===== src/rtl/off_chip_rx_pkg.sv =====
// Shared types and defaults for the off-chip receive buffer.
// MARKER_BYTE is the same value that the link stage's own marker counter tracks.
package off_chip_rx_pkg;

  typedef logic [7:0] byte_t;

  localparam int DEFAULT_DEPTH        = 8;
  localparam int DEFAULT_AFULL_MARGIN = 2;
  localparam byte_t MARKER_BYTE       = 8'd5;

endpackage


===== src/rtl/rx_fifo_mem.sv =====
// DEPTH x 8 storage array for the receive buffer.
// It has one synchronous write port and one combinational read port.
// The contents are not reset, because the pointers in the top level decide what is valid.
module rx_fifo_mem
  import off_chip_rx_pkg::*;
#(
  parameter int DEPTH = DEFAULT_DEPTH,
  localparam int AW = $clog2(DEPTH)
) (
  input  logic          clk,
  input  logic          wr_en,
  input  logic [AW-1:0] wr_addr,
  input  byte_t         wr_data,
  input  logic [AW-1:0] rd_addr,
  output byte_t         rd_data
);

  byte_t mem [DEPTH];

  // Write port: store the incoming byte at the write address.
  always_ff @(posedge clk) begin
    if (wr_en) mem[wr_addr] <= wr_data;
  end

  assign rd_data = mem[rd_addr];

endmodule


===== src/rtl/off_chip_rx_buffer.sv =====
// Receive-side elastic buffer between link reassembly and the on-chip consumer.
// Storage is a DEPTH-entry array plus one output register. in_ready is registered
// and drops early enough that the link's one-cycle lag never overruns the array.
// Optional feature: define RX_MARKER_CNT_EN to add the marker_cnt port and its counter.
module off_chip_rx_buffer
  import off_chip_rx_pkg::*;
#(
  parameter int DEPTH        = DEFAULT_DEPTH,
  parameter int AFULL_MARGIN = DEFAULT_AFULL_MARGIN
`ifdef RX_MARKER_CNT_EN
  ,
  parameter byte_t MARKER    = MARKER_BYTE
`endif
) (
  input  logic                       clk,
  input  logic                       rst,
  input  byte_t                      in_data,
  input  logic                       in_valid,
  output logic                       in_ready,
  output byte_t                      out_data,
  output logic                       out_valid,
  input  logic                       out_ready,
  output logic [$clog2(DEPTH):0]     count,
  output logic                       overflow
`ifdef RX_MARKER_CNT_EN
  ,
  output logic [$clog2(DEPTH+2)-1:0] marker_cnt
`endif
);

  localparam int AW = $clog2(DEPTH);
  localparam int CW = AW + 1;

  logic [AW:0]   wptr, rptr;
  logic [CW-1:0] count_next;
  logic          accept, pop, out_free, arr_empty, arr_full;
  logic          bypass, refill, drop, wr_en;
  byte_t         head_data;

  rx_fifo_mem #(.DEPTH(DEPTH)) u_mem (
    .clk     (clk),
    .wr_en   (wr_en),
    .wr_addr (wptr[AW-1:0]),
    .wr_data (in_data),
    .rd_addr (rptr[AW-1:0]),
    .rd_data (head_data)
  );

  assign count = wptr - rptr;

  // Route each accepted byte. It either bypasses into the output register or is queued in the array.
  // A byte is dropped only if it arrives while the array is full and the output register is not draining.
  always_comb begin
    accept     = in_valid & in_ready;
    pop        = out_valid & out_ready;
    out_free   = ~out_valid | pop;
    arr_empty  = (wptr == rptr);
    arr_full   = (wptr[AW] != rptr[AW]) && (wptr[AW-1:0] == rptr[AW-1:0]);
    bypass     = accept & arr_empty & out_free;
    refill     = ~arr_empty & out_free;
    drop       = accept & arr_full & ~refill;
    wr_en      = accept & ~bypass & ~drop;
    count_next = count + CW'(wr_en) - CW'(refill);
  end

  // Advance the write and read pointers. The extra wrap bit tells full apart from empty.
  always_ff @(posedge clk or posedge rst) begin
    if (rst) begin
      wptr <= '0;
      rptr <= '0;
    end else begin
      if (wr_en)  wptr <= wptr + 1'b1;
      if (refill) rptr <= rptr + 1'b1;
    end
  end

  // Output register: refill it from the array head, or load it directly on bypass.
  // It empties when a pop leaves nothing behind to replace the byte.
  always_ff @(posedge clk or posedge rst) begin
    if (rst) begin
      out_valid <= 1'b0;
      out_data  <= '0;
    end else if (refill) begin
      out_valid <= 1'b1;
      out_data  <= head_data;
    end else if (bypass) begin
      out_valid <= 1'b1;
      out_data  <= in_data;
    end else if (pop) begin
      out_valid <= 1'b0;
    end
  end

  // Register in_ready from the post-edge occupancy. Also record any dropped byte in the sticky overflow flag.
  always_ff @(posedge clk or posedge rst) begin
    if (rst) begin
      in_ready <= 1'b0;
      overflow <= 1'b0;
    end else begin
      in_ready <= (count_next <= CW'(DEPTH - AFULL_MARGIN));
      overflow <= overflow | drop;
    end
  end

`ifdef RX_MARKER_CNT_EN
  logic mark_in, mark_out;

  assign mark_in  = accept & ~drop & (in_data == MARKER);
  assign mark_out = pop & (out_data == MARKER);

  // Count the MARKER bytes held in the array plus the output register.
  always_ff @(posedge clk or posedge rst) begin
    if (rst) begin
      marker_cnt <= '0;
    end else if (mark_in & ~mark_out) begin
      marker_cnt <= marker_cnt + 1'b1;
    end else if (mark_out & ~mark_in) begin
      marker_cnt <= marker_cnt - 1'b1;
    end
  end
`endif

endmodule


===== config.mk =====
export PLATFORM = sky130hd
export DESIGN_NAME = off_chip_rx_buffer
export DESIGN_NICKNAME = d
export VERILOG_FILES = /design/src/rtl/off_chip_rx_pkg.sv /design/src/rtl/rx_fifo_mem.sv /design/src/rtl/off_chip_rx_buffer.sv
export SDC_FILE = /design/constraint.sdc
export NUM_CORES = 1
export LEC_CHECK = 0
export CAP_MARGIN = 10
export CORE_UTILIZATION = 40
export DETAILED_ROUTE_END_ITERATION = 8
export PLACE_DENSITY = 0.58
export SYNTH_ARGS = -nofsm -noshare
export SYNTH_HDL_FRONTEND = slang
export SYNTH_SLANG_ARGS = --single-unit

===== constraint.sdc =====
create_clock -name clk -period 4.1 [get_ports clk]
set_input_delay 0.615 -clock clk [delete_from_list [all_inputs] [get_ports clk]]
set_output_delay 0.615 -clock clk [all_outputs]
set_load 0.005 [all_outputs]

# ---- After elaboration in Yosys (flattened, before gate mapping)
# Memory sizes are Yosys's and may differ from the RTL's.
# Index checks and enable logic that the tools add are counted.
dict set report word_totals {
  mem_bits_rw 64
  in_bits 12
  out_inout_bits 15
  register_bits 19
  mem_count 1
}
# name depth word_bits read_ports rd_clocked_by_memory_dff wr line_no
set mem_list {}
lappend mem_list {u_mem.mem 8 8 1 0 1 rx_fifo_mem.sv:18} ;# byte_t mem [DEPTH];
dict set report classes {
  reduce_logical 3
  addsub 5
  bitwise_logic 16
  order_cmp 1
  n_mux 7
  n_eq_ne 3
}
# cell n
set op_table {}
lappend op_table {{two-way mux 8 bit} 2}
lappend op_table {{bitwise AND 1 bit} 9}
lappend op_table {{adder 4 x 1 -> 4 bit, second input constant} 2}
lappend op_table {{two-way mux 1 bit} 5}
lappend op_table {{NOT 1 bit} 5}
lappend op_table {{adder 4 x 1 -> 4 bit} 1}
lappend op_table {{== test 4 bit} 1}
lappend op_table {{<= comparator 4 x 3 -> 1 bit, second input constant} 1}
lappend op_table {{subtractor 4 x 1 -> 4 bit} 1}
lappend op_table {{subtractor 4 bit} 1}
lappend op_table {{== test 3 bit} 1}
lappend op_table {{nonzero test 3 bit} 1}
lappend op_table {{bitwise OR 1 bit} 2}
lappend op_table {{nonzero test 2 bit} 1}
lappend op_table {{logical AND 1 bit} 1}
lappend op_table {{inequality test 1 bit} 1}

# ---- Depth between registers and ports, before layout
# Gate-level depths: netlist (run 1).
dict set report depth {
  word_depth 10
  ltp_mapped 15
  mapped_depth_nobuf 13
}

# ---- Cells and area by module
# A second synthesis (run 1) with hierarchy kept.
dict set report hier_totals {
  hier_cells 214
  area_unflattened_um2 3688.5
}
# mod cells_per_inst area_each_um2 n_inst seq_area_each_um2
set by_module_without_submodules {}
lappend by_module_without_submodules {rx_fifo_mem 106 2531.2 1 1921.8}
lappend by_module_without_submodules {off_chip_rx_buffer 108 1157.4 1 475.5}

# ---- Worst setup path after synthesis (run 1)
# Ideal clock, no wire load.
dict set report synth_timing {
  path_kind {register to register}
  from {reg rptr[1]}
  to {reg in_ready}
  arrival_time_ns 2.909
  required_time_ns 3.974
  setup_slack_ns 1.065
  path_stages_with_launch 15
  synth_period_minus_slack_ns 3.035
  n_path_buf 2
  path_cell_list {dfrtp_1 -> buf_4 -> buf_4 -> inv_1 -> ha_1 -> nand3_1 -> o21ai_1 -> nor2_1 -> inv_1 -> o31ai_1 -> ha_1 -> inv_1 -> fa_1 -> nor3b_1 -> nor3b_1}
}
dict set report synth_via {
  elab_chain_len 10
  elab_cells_between_ends 18
}
# element line_no
set synth_lines {}
lappend synth_lines {{start: declaration} off_chip_rx_buffer.sv:34} ;# logic [AW:0] wptr, rptr;
lappend synth_lines {{start signal: assignment} off_chip_rx_buffer.sv:73} ;# if (refill) rptr <= rptr + 1'b1;
lappend synth_lines {{== test 4 bit} off_chip_rx_buffer.sv:57} ;# arr_empty = (wptr == rptr);
lappend synth_lines {{NOT 1 bit} off_chip_rx_buffer.sv:60} ;# refill = ~arr_empty & out_free;
lappend synth_lines {{bitwise AND 1 bit} off_chip_rx_buffer.sv:60}
lappend synth_lines {{NOT 1 bit} off_chip_rx_buffer.sv:61} ;# drop = accept & arr_full & ~refill;
lappend synth_lines {{bitwise AND 1 bit} off_chip_rx_buffer.sv:61}
lappend synth_lines {{NOT 1 bit} off_chip_rx_buffer.sv:62} ;# wr_en = accept & ~bypass & ~drop;
lappend synth_lines {{bitwise AND 1 bit} off_chip_rx_buffer.sv:62}
lappend synth_lines {{adder 4 x 1 -> 4 bit} off_chip_rx_buffer.sv:63} ;# count_next = count + CW'(wr_en) - CW'(refill);
lappend synth_lines {{subtractor 4 x 1 -> 4 bit *} off_chip_rx_buffer.sv:63}
lappend synth_lines {{<= comparator 4 x 3 -> 1 bit *} off_chip_rx_buffer.sv:100} ;# in_ready <= (count_next <= CW'(DEPTH - AFULL_MARGIN));
lappend synth_lines {{end signal: assignment} off_chip_rx_buffer.sv:100}
lappend synth_lines {{end: declaration} off_chip_rx_buffer.sv:19} ;# output logic in_ready,
# Mark *: on every way between the ends. The rest lies on a longest branch, timed or not.
# A chain may end at the register's enable or synchronous reset.

# ---- Worst setup path after layout (run 1)
dict set report layout_timing {
  from {reg rptr[2]}
  to {out count[3]}
}
dict set report layout_via {
  elab_chain_len 1
}
# element line_no
set layout_lines {}
lappend layout_lines {{subtractor 4 bit} off_chip_rx_buffer.sv:49} ;# assign count = wptr - rptr;
lappend layout_lines {{end: declaration} off_chip_rx_buffer.sv:23} ;# output logic [$clog2(DEPTH):0] count,
# Every way passes these cells.

==> results of run 1 <==
==> final cells by class <==
| cell class | count | area (µm²) | area share |
|---|---|---|---|
| sequential | 83 | 2397 | 0.5567 |
| multi-input combinational | 121 | 1155 | 0.2682 |
| timing repair buffer | 40 | 365.4 | 0.08483 |
| tap | 108 | 135.1 | 0.03138 |
| clock buffer | 11 | 131.4 | 0.03051 |
| clock inverter | 5 | 77.57 | 0.01801 |
| inverter | 12 | 45.04 | 0.01046 |
==> power groups by stage <==
stage / Clock [mW] / Combinational [mW] / Sequential (mW)
2_1_floorplan: 0 / 1.06 / 1.17
3_3_place_gp: 0 / 1.55 / 1.20
3_5_place_dp: 0 / 1.57 / 1.20
4_1_cts: 0.637 / 1.58 / 1.18
5_1_grt: 0.672 / 1.73 / 1.20
6_report: 0.617 / 1.55 / 1.18
==> synthesized netlist by cell type <==
cell,number
sky130_fd_sc_hd__xor2_1,3
sky130_fd_sc_hd__or3_1,1
sky130_fd_sc_hd__ha_1,8
sky130_fd_sc_hd__mux2_4,1
sky130_fd_sc_hd__a31o_2,1
sky130_fd_sc_hd__nor3b_1,2
sky130_fd_sc_hd__o31ai_1,9
sky130_fd_sc_hd__a21o_1,2
sky130_fd_sc_hd__fa_1,2
sky130_fd_sc_hd__and3_1,2
sky130_fd_sc_hd__and2_1,2
sky130_fd_sc_hd__xnor2_1,7
sky130_fd_sc_hd__nand3_1,2
sky130_fd_sc_hd__inv_1,12
sky130_fd_sc_hd__o21ai_0,2
sky130_fd_sc_hd__o211ai_1,1
sky130_fd_sc_hd__and3b_1,1
sky130_fd_sc_hd__edfxtp_1,64
sky130_fd_sc_hd__nor2b_1,9
sky130_fd_sc_hd__a21oi_1,5
sky130_fd_sc_hd__a211oi_1,9
sky130_fd_sc_hd__xor2_2,1
sky130_fd_sc_hd__nand4_1,3
sky130_fd_sc_hd__dfrtp_1,19
sky130_fd_sc_hd__o21ai_1,1
sky130_fd_sc_hd__nor4_1,7
sky130_fd_sc_hd__buf_6,1
sky130_fd_sc_hd__nor2_1,10
sky130_fd_sc_hd__mux4_2,16
sky130_fd_sc_hd__buf_2,3
sky130_fd_sc_hd__nand2_1,12
sky130_fd_sc_hd__buf_4,2
sky130_fd_sc_hd__o31ai_2,1
sky130_fd_sc_hd__clkbuf_1,3
sky130_fd_sc_hd__nand2b_1,1
==> cells by family (layout without fill, tap and decap cells) <==
family	count (synthesis)	count (layout)	share of synthesized area
xor+xnor	11	11	0.02880
mux	17	17	0.1041
simple gates	52	52	0.07564
fa+ha+maj	10	10	0.03886
flops	83	83	0.6648
buf+inv	21	68	0.02706
compound gates	31	31	0.06072
==> how the worst max path moves through the flow <==
| stage | startpoint | endpoint | slack [ns] | cells past startpoint |
|---|---|---|---|---|
| 2_1_floorplan | rptr[1] | in_ready | 1.06 | 14 |
| 3_3_place_gp | out_ready | in_ready | 1.16 | 12 |
| 3_5_place_dp | out_ready | in_ready | 1.21 | 12 |
| 4_1_cts | rptr[2] | count[3] | 0.84 | 7 |
| 5_1_grt | rptr[2] | count[3] | 0.76 | 7 |
| 6_report | rptr[2] | count[3] | 0.88 | 7 |
==> per-stage QoR <==
step | power, mW | setup slack, ns
final | 3.351 | 0.8836
after global routing | 3.602 | 0.7555
after CTS | 3.397 | 0.8438
after detailed placement | 2.772 | 1.207
after global placement | 2.751 | 1.156
after floorplan | 2.230 | 1.065
==> critical path, cell delays in order (launching register included) <==
cell	delay (ns)
sky130_fd_sc_hd__dfrtp_1	0.33
sky130_fd_sc_hd__buf_4	0.29
sky130_fd_sc_hd__inv_1	0.08
sky130_fd_sc_hd__ha_1	0.36
sky130_fd_sc_hd__and3b_1	0.20
sky130_fd_sc_hd__or3_1	0.38
sky130_fd_sc_hd__and2_1	0.17
sky130_fd_sc_hd__clkdlybuf4s50_1	0.44
==> metal layers <==
layer,global-route usage,up-vias
li1,-,948
met1,0.2110,1020
met2,0.2459,40
met3,0.04480,9
met4,0.06774,0
met5,0,-
==> registers in the layout (all words and copies together) (netlist names) <==
signal	flops
overflow	1
u_mem.mem	64
rptr	4
out_data	8
in_ready	1
out_valid	1
wptr	4
==> impl_results.rst, run 1 <==
.. list-table::
   :header-rows: 1

   * - Metric
     - Value
   * - Syn Inst Count
     - 225
   * - Routed wire length
     - 6920 µm
   * - Remaining routing DRC violations
     - 0
   * - Non-filler instance count after layout
     - 380
   * - Share of power burned in registers
     - 0.353
   * - Final clock period utilization by the worst path
     - 0.7845
   * - Total Negative Setup Slacks
     - 0 ns
   * - Worst Min Path Start
     - overflow
   * - Top library cells by usage in the layout, fill and taps aside
     - sky130_fd_sc_hd__edfxtp_1 (64), sky130_fd_sc_hd__clkdlybuf4s50_1 (26), sky130_fd_sc_hd__dfrtp_1 (19), sky130_fd_sc_hd__mux4_2 (16), sky130_fd_sc_hd__buf_4 (14)
   * - Wire length the detailed router placed on met1
     - between 3000 and 4000 µm
   * - Placement Rows
     - 34
   * - WP data required
     - 3.48 ns
   * - P&R area growth vs syn
     - 19.43%
   * - Worst Hold Path Cells
     - 1
   * - Clock Latency Late Sink
     - 0.34 ns
   * - Nets
     - 289
   * - Share of total power in the clock network
     - 0.184
   * - Port Buffer Count
     - 26
   * - Final count of negative-setup-slack endpoints
     - 0
   * - Sinks on Clock Net
     - 83
   * - Number of cell instances on the worst register-to-register path
     - 13
   * - CTS H-tree depth
     - 3
   * - Maximum number of pins on one net before global-route repair
     - 20
   * - Max_cap viols
     - 0
   * - Share of the yosys chip area belonging to registers
     - 0.6648
   * - Top Layer Used
     - met4
   * - Outcome
     - finished, final reports clean
   * - Number of nets with antenna violations after routing
     - 0
   * - Number of max-slew violations in the final report
     - 0
   * - Initial core utilization
     - 0.4135
   * - Highest Clock Rate
     - a little over 0.3 GHz
   * - Fill cell count
     - 733
   * - Power per standard cell area
     - a little under 800 nW/µm²
   * - Worst-case hold path end point
     - overflow
   * - Overall fraction of global-route tracks in use
     - 0.1591
   * - CTS hold repair buffers
     - 0
   * - Maximum root-to-sink buffer count
     - 2
   * - IR Drop Worst-Case VDD
     - roughly 0.27 mV
   * - Most common library cell in the layout ignoring fill and taps
     - sky130_fd_sc_hd__edfxtp_1
   * - Net Sw Power
     - 1.160 mW
   * - Diode insertion count for antenna repair
     - 0
   * - Detailed-router iteration count before antenna repair
     - 4
   * - Final standard cell utilization of the core
     - 0.4938
   * - Ports
     - 27
   * - Top cells by area, synth
     - sky130_fd_sc_hd__edfxtp_1 (53%), sky130_fd_sc_hd__dfrtp_1 (13%), sky130_fd_sc_hd__mux4_2 (10%), sky130_fd_sc_hd__ha_1 (2.8%), sky130_fd_sc_hd__a211oi_1 (1.9%)
   * - Cell count after placement
     - about 360
   * - Wire length of the first global-routing pass
     - 11,090 µm
   * - Area fraction of the dominant cell type after synthesis
     - 0.5330
   * - Worst reg2reg setup slack
     - 1.26 ns
   * - CTS clk-pin slew, worst paths
     - 0.08 ns
   * - Post-Synthesis Net Count
     - roughly 250
   * - Clk root buf
     - sky130_fd_sc_hd__clkbuf_8
   * - Category of the worst setup path capture point
     - output port
   * - Post-synthesis cell type with the largest combined area
     - sky130_fd_sc_hd__edfxtp_1
   * - Critical path class
     - register to output port
   * - Total gr overflow
     - 0
   * - Clock period minus worst slack
     - roughly 3.2 ns
   * - Yosys cell types
     - 35
   * - Area of the mapped netlist
     - 3606 µm²
   * - Leakage dissipation
     - 1.517 nW
   * - Sort of element at the start of the critical path
     - register
   * - Final Cell Area
     - 4307 µm²
   * - Max Clock Skew
     - 0.006856 ns
   * - Cell area reported after detailed placement
     - slightly above 4000 µm²
   * - Final GP Congestion
     - roughly 0.76
   * - Final Hold Violating Endpoints
     - 0
   * - Yosys Warn Count
     - 0
   * - Mean area per synthesized cell
     - 16.03 µm²
   * - Vias in the first global route
     - 2,000
   * - Flop and latch count out of synthesis
     - 83
   * - Floorplan die height
     - 96.95 µm
   * - Least-Margin Pin Slew
     - between 0.7 and 0.8 ns
   * - Post-Route Hold Slack
     - 0.4749 ns
   * - Number of buffers inserted during clock tree synthesis
     - 9
   * - HPWL after DPL
     - 4692 µm
   * - Average wire length per cell after detail routing
     - 18.21 µm
   * - Area of the die
     - 9398 µm²
   * - Destination of the worst register-to-register timing path
     - in_ready
   * - Total of cells resized after clock tree synthesis
     - 0
   * - Worst Path Max Fanout
     - 19
   * - Buffers inserted by post-CTS timing repair
     - 0
   * - Fraction of layout instances using a drive strength above 1
     - 0.1985
   * - CTS tree
     - done
   * - Arrival time of the worst setup path
     - 2.60 ns
   * - Sw Share
     - 0.3461
   * - Met3 layer wire length in the routed design
     - 211 µm
   * - Path type of the worst min-delay path
     - register to register
   * - WL met2
     - 3340 µm
   * - Vias/cell
     - 5.308
   * - Combinational power share
     - 0.463
   * - Horizontal die dimension
     - 96.95 µm
   * - DRT iter0 DRCs
     - 78
   * - Setup repair after global routing missed its margin
     - no
   * - Antenna violations before repair
     - 0
   * - Std-Cell Core Area
     - 8721 µm²
   * - Internal power
     - 2.191 mW
   * - DR vias
     - 2,017
   * - Worst slew margin relative to its limit
     - 0.4762
   * - Worst r2r src
     - wptr[0]
No activity file was read; power rests on OpenSTA's default activity.
==> inputs of run 2 (changes only) <==
==> constraint.sdc (replaced) <==
create_clock -name clk -period 3.1 [get_ports clk]
set_input_delay 0.465 -clock clk [delete_from_list [all_inputs] [get_ports clk]]
set_output_delay 0.465 -clock clk [all_outputs]
set_load 0.005 [all_outputs]
==> run 2 against run 1 <==
  * Die area is the same
  * Sequential share of layout area shrank 0.11 points
  * Critical path depth shrank 2
  * Non-clock buffer count grew 3
  * First-iteration DRC count grew 3.8%
  * Global-route usage grew 0.41 points
  * Combinational power grew 36%
  * Worst setup slack lost 0.67 ns
  * Critical endpoint unchanged
  * Largest cell class unchanged
  * Sequential power grew 30%
  * Hold slack lost 0.0018 ns
  * Largest power group unchanged
==> impl_results.rst, run 2 (synthesis results as in run 1) <==
.. list-table::
   :header-rows: 1

   * - Metric
     - Value
   * - Diode insertion count for antenna repair
     - 0 (unchanged)
   * - Floorplan die height
     - 96.95 µm (unchanged)
   * - Setup repair after global routing missed its margin
     - no (unchanged)
   * - Routed wire length
     - 7080 µm (was 6920 µm)
   * - Total gr overflow
     - 0 (unchanged)
   * - Clock period minus worst slack
     - about 2.9 ns
   * - Met1 Resource Use GR
     - 0.2085 (was 0.2110)
   * - Placement Rows
     - 34 (unchanged)
   * - Buffers inserted by post-CTS timing repair
     - 0 (unchanged)
   * - Maximum number of pins on one net before global-route repair
     - 20 (unchanged)
   * - Worst slew margin relative to its limit
     - 0.4772 (was 0.4762)
   * - DRT iter0 DRCs
     - 81 (was 78)
   * - Maximum root-to-sink buffer count
     - 2 (unchanged)
   * - Std-Cell Core Area
     - 8721 µm² (unchanged)
   * - Worst reg2reg setup slack
     - 0.41 ns (was 1.26 ns)
   * - DR vias
     - 2,016 (was 2,017)
   * - Final total power
     - 4.381 mW (was 3.351 mW)
   * - Detailed-router iteration count before antenna repair
     - 7 (was 4)
   * - Category of the worst setup path capture point
     - output port (unchanged)
   * - CTS H-tree depth
     - 3 (unchanged)
   * - IR Drop Worst-Case VDD
     - 0.4355 mV (was 0.2659 mV)
   * - Final GP Congestion
     - 0.7476 (was 0.7596)
   * - Sinks on Clock Net
     - 83 (unchanged)
   * - Total Negative Setup Slacks
     - 0 ns (unchanged)
   * - Sort of element at the start of the critical path
     - register (unchanged)
   * - Antenna violations before repair
     - 0 (unchanged)
   * - Top library cells by usage in the layout, fill and taps aside
     - sky130_fd_sc_hd__edfxtp_1 (64), sky130_fd_sc_hd__clkdlybuf4s50_1 (26), sky130_fd_sc_hd__dfrtp_1 (19), sky130_fd_sc_hd__buf_4 (17), sky130_fd_sc_hd__mux4_2 (16) (was sky130_fd_sc_hd__edfxtp_1 (64), sky130_fd_sc_hd__clkdlybuf4s50_1 (26), sky130_fd_sc_hd__dfrtp_1 (19), sky130_fd_sc_hd__mux4_2 (16), sky130_fd_sc_hd__buf_4 (14))
   * - Arrival time of the worst setup path
     - 2.42 ns (was 2.60 ns)
   * - Cell count after placement
     - 367 (was 364)
   * - CTS hold repair buffers
     - 0 (unchanged)
   * - Most common library cell in the layout ignoring fill and taps
     - sky130_fd_sc_hd__edfxtp_1 (unchanged)
   * - Fill cell count
     - 751 (was 733)
   * - Share of total power in the clock network
     - 0.171 (was 0.184)
   * - Share of power burned in registers
     - 0.348 (was 0.353)
   * - Path type of the worst min-delay path
     - register to register (unchanged)
   * - Average wire length per cell after detail routing
     - 18.49 µm (was 18.21 µm)
   * - Max_cap viols
     - 0 (unchanged)
   * - CTS tree
     - done (unchanged)
   * - Worst Path Max Fanout
     - 7 (was 19)
   * - Number of cell instances on the worst register-to-register path
     - 12 (was 13)
   * - Ports
     - 27 (unchanged)
   * - Number of max-slew violations in the final report
     - 0 (unchanged)
   * - Nets
     - 292 (was 289)
   * - Final count of negative-setup-slack endpoints
     - 0 (unchanged)
   * - Fraction of layout instances using a drive strength above 1
     - 0.2182 (was 0.1985)
   * - Post-Place Worst Slack
     - 0.2889 ns (was 1.207 ns)
   * - Number of buffers inserted during clock tree synthesis
     - 9 (unchanged)
   * - Destination of the worst register-to-register timing path
     - in_ready (unchanged)
   * - Critical path class
     - register to output port (unchanged)
   * - Overall fraction of global-route tracks in use
     - 0.1632 (was 0.1591)
   * - Global Route met2 Usage
     - 0.2779 (was 0.2459)
   * - Combinational power share
     - 0.481 (was 0.463)
   * - Registers with the most flip-flops
     - u_mem.mem: 64 flops, out_data: 8 flops (unchanged)
   * - Most Used Layer, Global Route
     - met2 (unchanged)
   * - Internal power
     - 2.778 mW (was 2.191 mW)
   * - Horizontal die dimension
     - 96.95 µm (unchanged)
   * - Highest Clock Rate
     - 0.3468 GHz
   * - Cell area reported after detailed placement
     - 4120 µm² (was 4098 µm²)
   * - Register with the most flip-flops
     - u_mem.mem (unchanged)
   * - Crit. Startpoint
     - wptr[2] (was rptr[2])
   * - Worst r2r src
     - wptr[2] (was wptr[0])
   * - Clock Latency Late Sink
     - 0.35 ns (was 0.34 ns)
   * - Least-Margin Pin Slew
     - 0.7833 ns (was 0.7848 ns)
   * - WP data required
     - 2.63 ns (was 3.48 ns)
   * - Wire length of the first global-routing pass
     - 11,460 µm (was 11,090 µm)
   * - Port Buffer Count
     - 26 (unchanged)
   * - Final setup margin
     - 0.2165 ns (was 0.8836 ns)
   * - Post-Route Hold Slack
     - 0.4730 ns (was 0.4749 ns)
   * - Vias/cell
     - 5.264 (was 5.308)
   * - Non-filler instance count after layout
     - 383 (was 380)
   * - Clk root buf
     - sky130_fd_sc_hd__clkbuf_8 (unchanged)
   * - Power per standard cell area
     - 1015 nW/µm² (was 778.0 nW/µm²)
   * - Number of nets with antenna violations after routing
     - 0 (unchanged)
   * - Final clock period utilization by the worst path
     - 0.9302
   * - Area of the die
     - 9398 µm² (unchanged)
   * - Outcome
     - finished, final reports clean (unchanged)
   * - HPWL after DPL
     - 4532 µm (was 4692 µm)
   * - Total of cells resized after clock tree synthesis
     - 0 (unchanged)
   * - Final Cell Area
     - 4315 µm² (was 4307 µm²)
   * - Leakage dissipation
     - 1.519 nW (was 1.517 nW)
   * - CTS clk-pin slew, worst paths
     - 0.10 ns (was 0.08 ns)
   * - Flip-flop count of the largest register, all copies and words added
     - 64 (unchanged)
   * - Crit path to
     - count[3] (unchanged)
   * - P&R area growth vs syn
     - 19.67% (was 19.43%)
   * - Vias in the first global route
     - 2,114 (was 2,000)
   * - Sw Share
     - 0.3660 (was 0.3461)
   * - Max Clock Skew
     - 0.01323 ns (was 0.006856 ns)
   * - Final standard cell utilization of the core
     - 0.4948 (was 0.4938)
   * - Met3 Track Usage GR
     - 0.02818 (was 0.04480)
   * - Remaining routing DRC violations
     - 0 (unchanged)
   * - Final Hold Violating Endpoints
     - 0 (unchanged)
   * - Net Sw Power
     - 1.603 mW (was 1.160 mW)
   * - Initial core utilization
     - 0.4135 (unchanged)
## run 2: layer usage
| metal | share of wire | up-vias |
|---|---|---|
| li1 | - | 960 |
| met1 | 0.43 | 1014 |
| met2 | 0.52 | 35 |
| met3 | 0.032 | 7 |
| met4 | 0.011 | 0 |
| met5 | 0 | - |
## run 2: layout make-up
| class | count | area (µm²) | share of cell area |
|---|---|---|---|
| clock buffer | 9 | 123.9 | 0.02870 |
| clock inverter | 7 | 71.32 | 0.01653 |
| inverter | 12 | 45.04 | 0.01044 |
| multi-input combinational | 121 | 1155 | 0.2676 |
| sequential | 83 | 2397 | 0.5555 |
| tap | 108 | 135.1 | 0.03131 |
| timing repair buffer | 43 | 387.9 | 0.08988 |
## run 2: critical path, cell delays in order, from the launching register on
cell and delay, ns:
sky130_fd_sc_hd__dfrtp_1 0.50, sky130_fd_sc_hd__ha_1 0.39, sky130_fd_sc_hd__and3b_1 0.21, sky130_fd_sc_hd__or3_1 0.38, sky130_fd_sc_hd__and2_1 0.17, sky130_fd_sc_hd__clkdlybuf4s50_1 0.43
## run 2: worst min-delay path by stage
stage | cells past startpoint | startpoint | endpoint | slack (ns)
after CTS | 1 | overflow | overflow | 0.48
final | 1 | overflow | overflow | 0.47
after detailed placement | 1 | overflow | overflow | 0.46
after floorplan | 1 | rst | in_ready | 0.42
after global routing | 1 | overflow | overflow | 0.49
after global placement | 2 | out_data[0] | out_data[0] | 0.46
## run 2: power groups by stage
stage	clock, mW	combinational, mW	sequential, mW
after floorplan	0	1.40	1.55
after global routing	0.826	2.36	1.55
after global placement	0	2.12	1.55
after CTS	0.783	2.15	1.53
after detailed placement	0	2.13	1.55
final	0.749	2.11	1.53
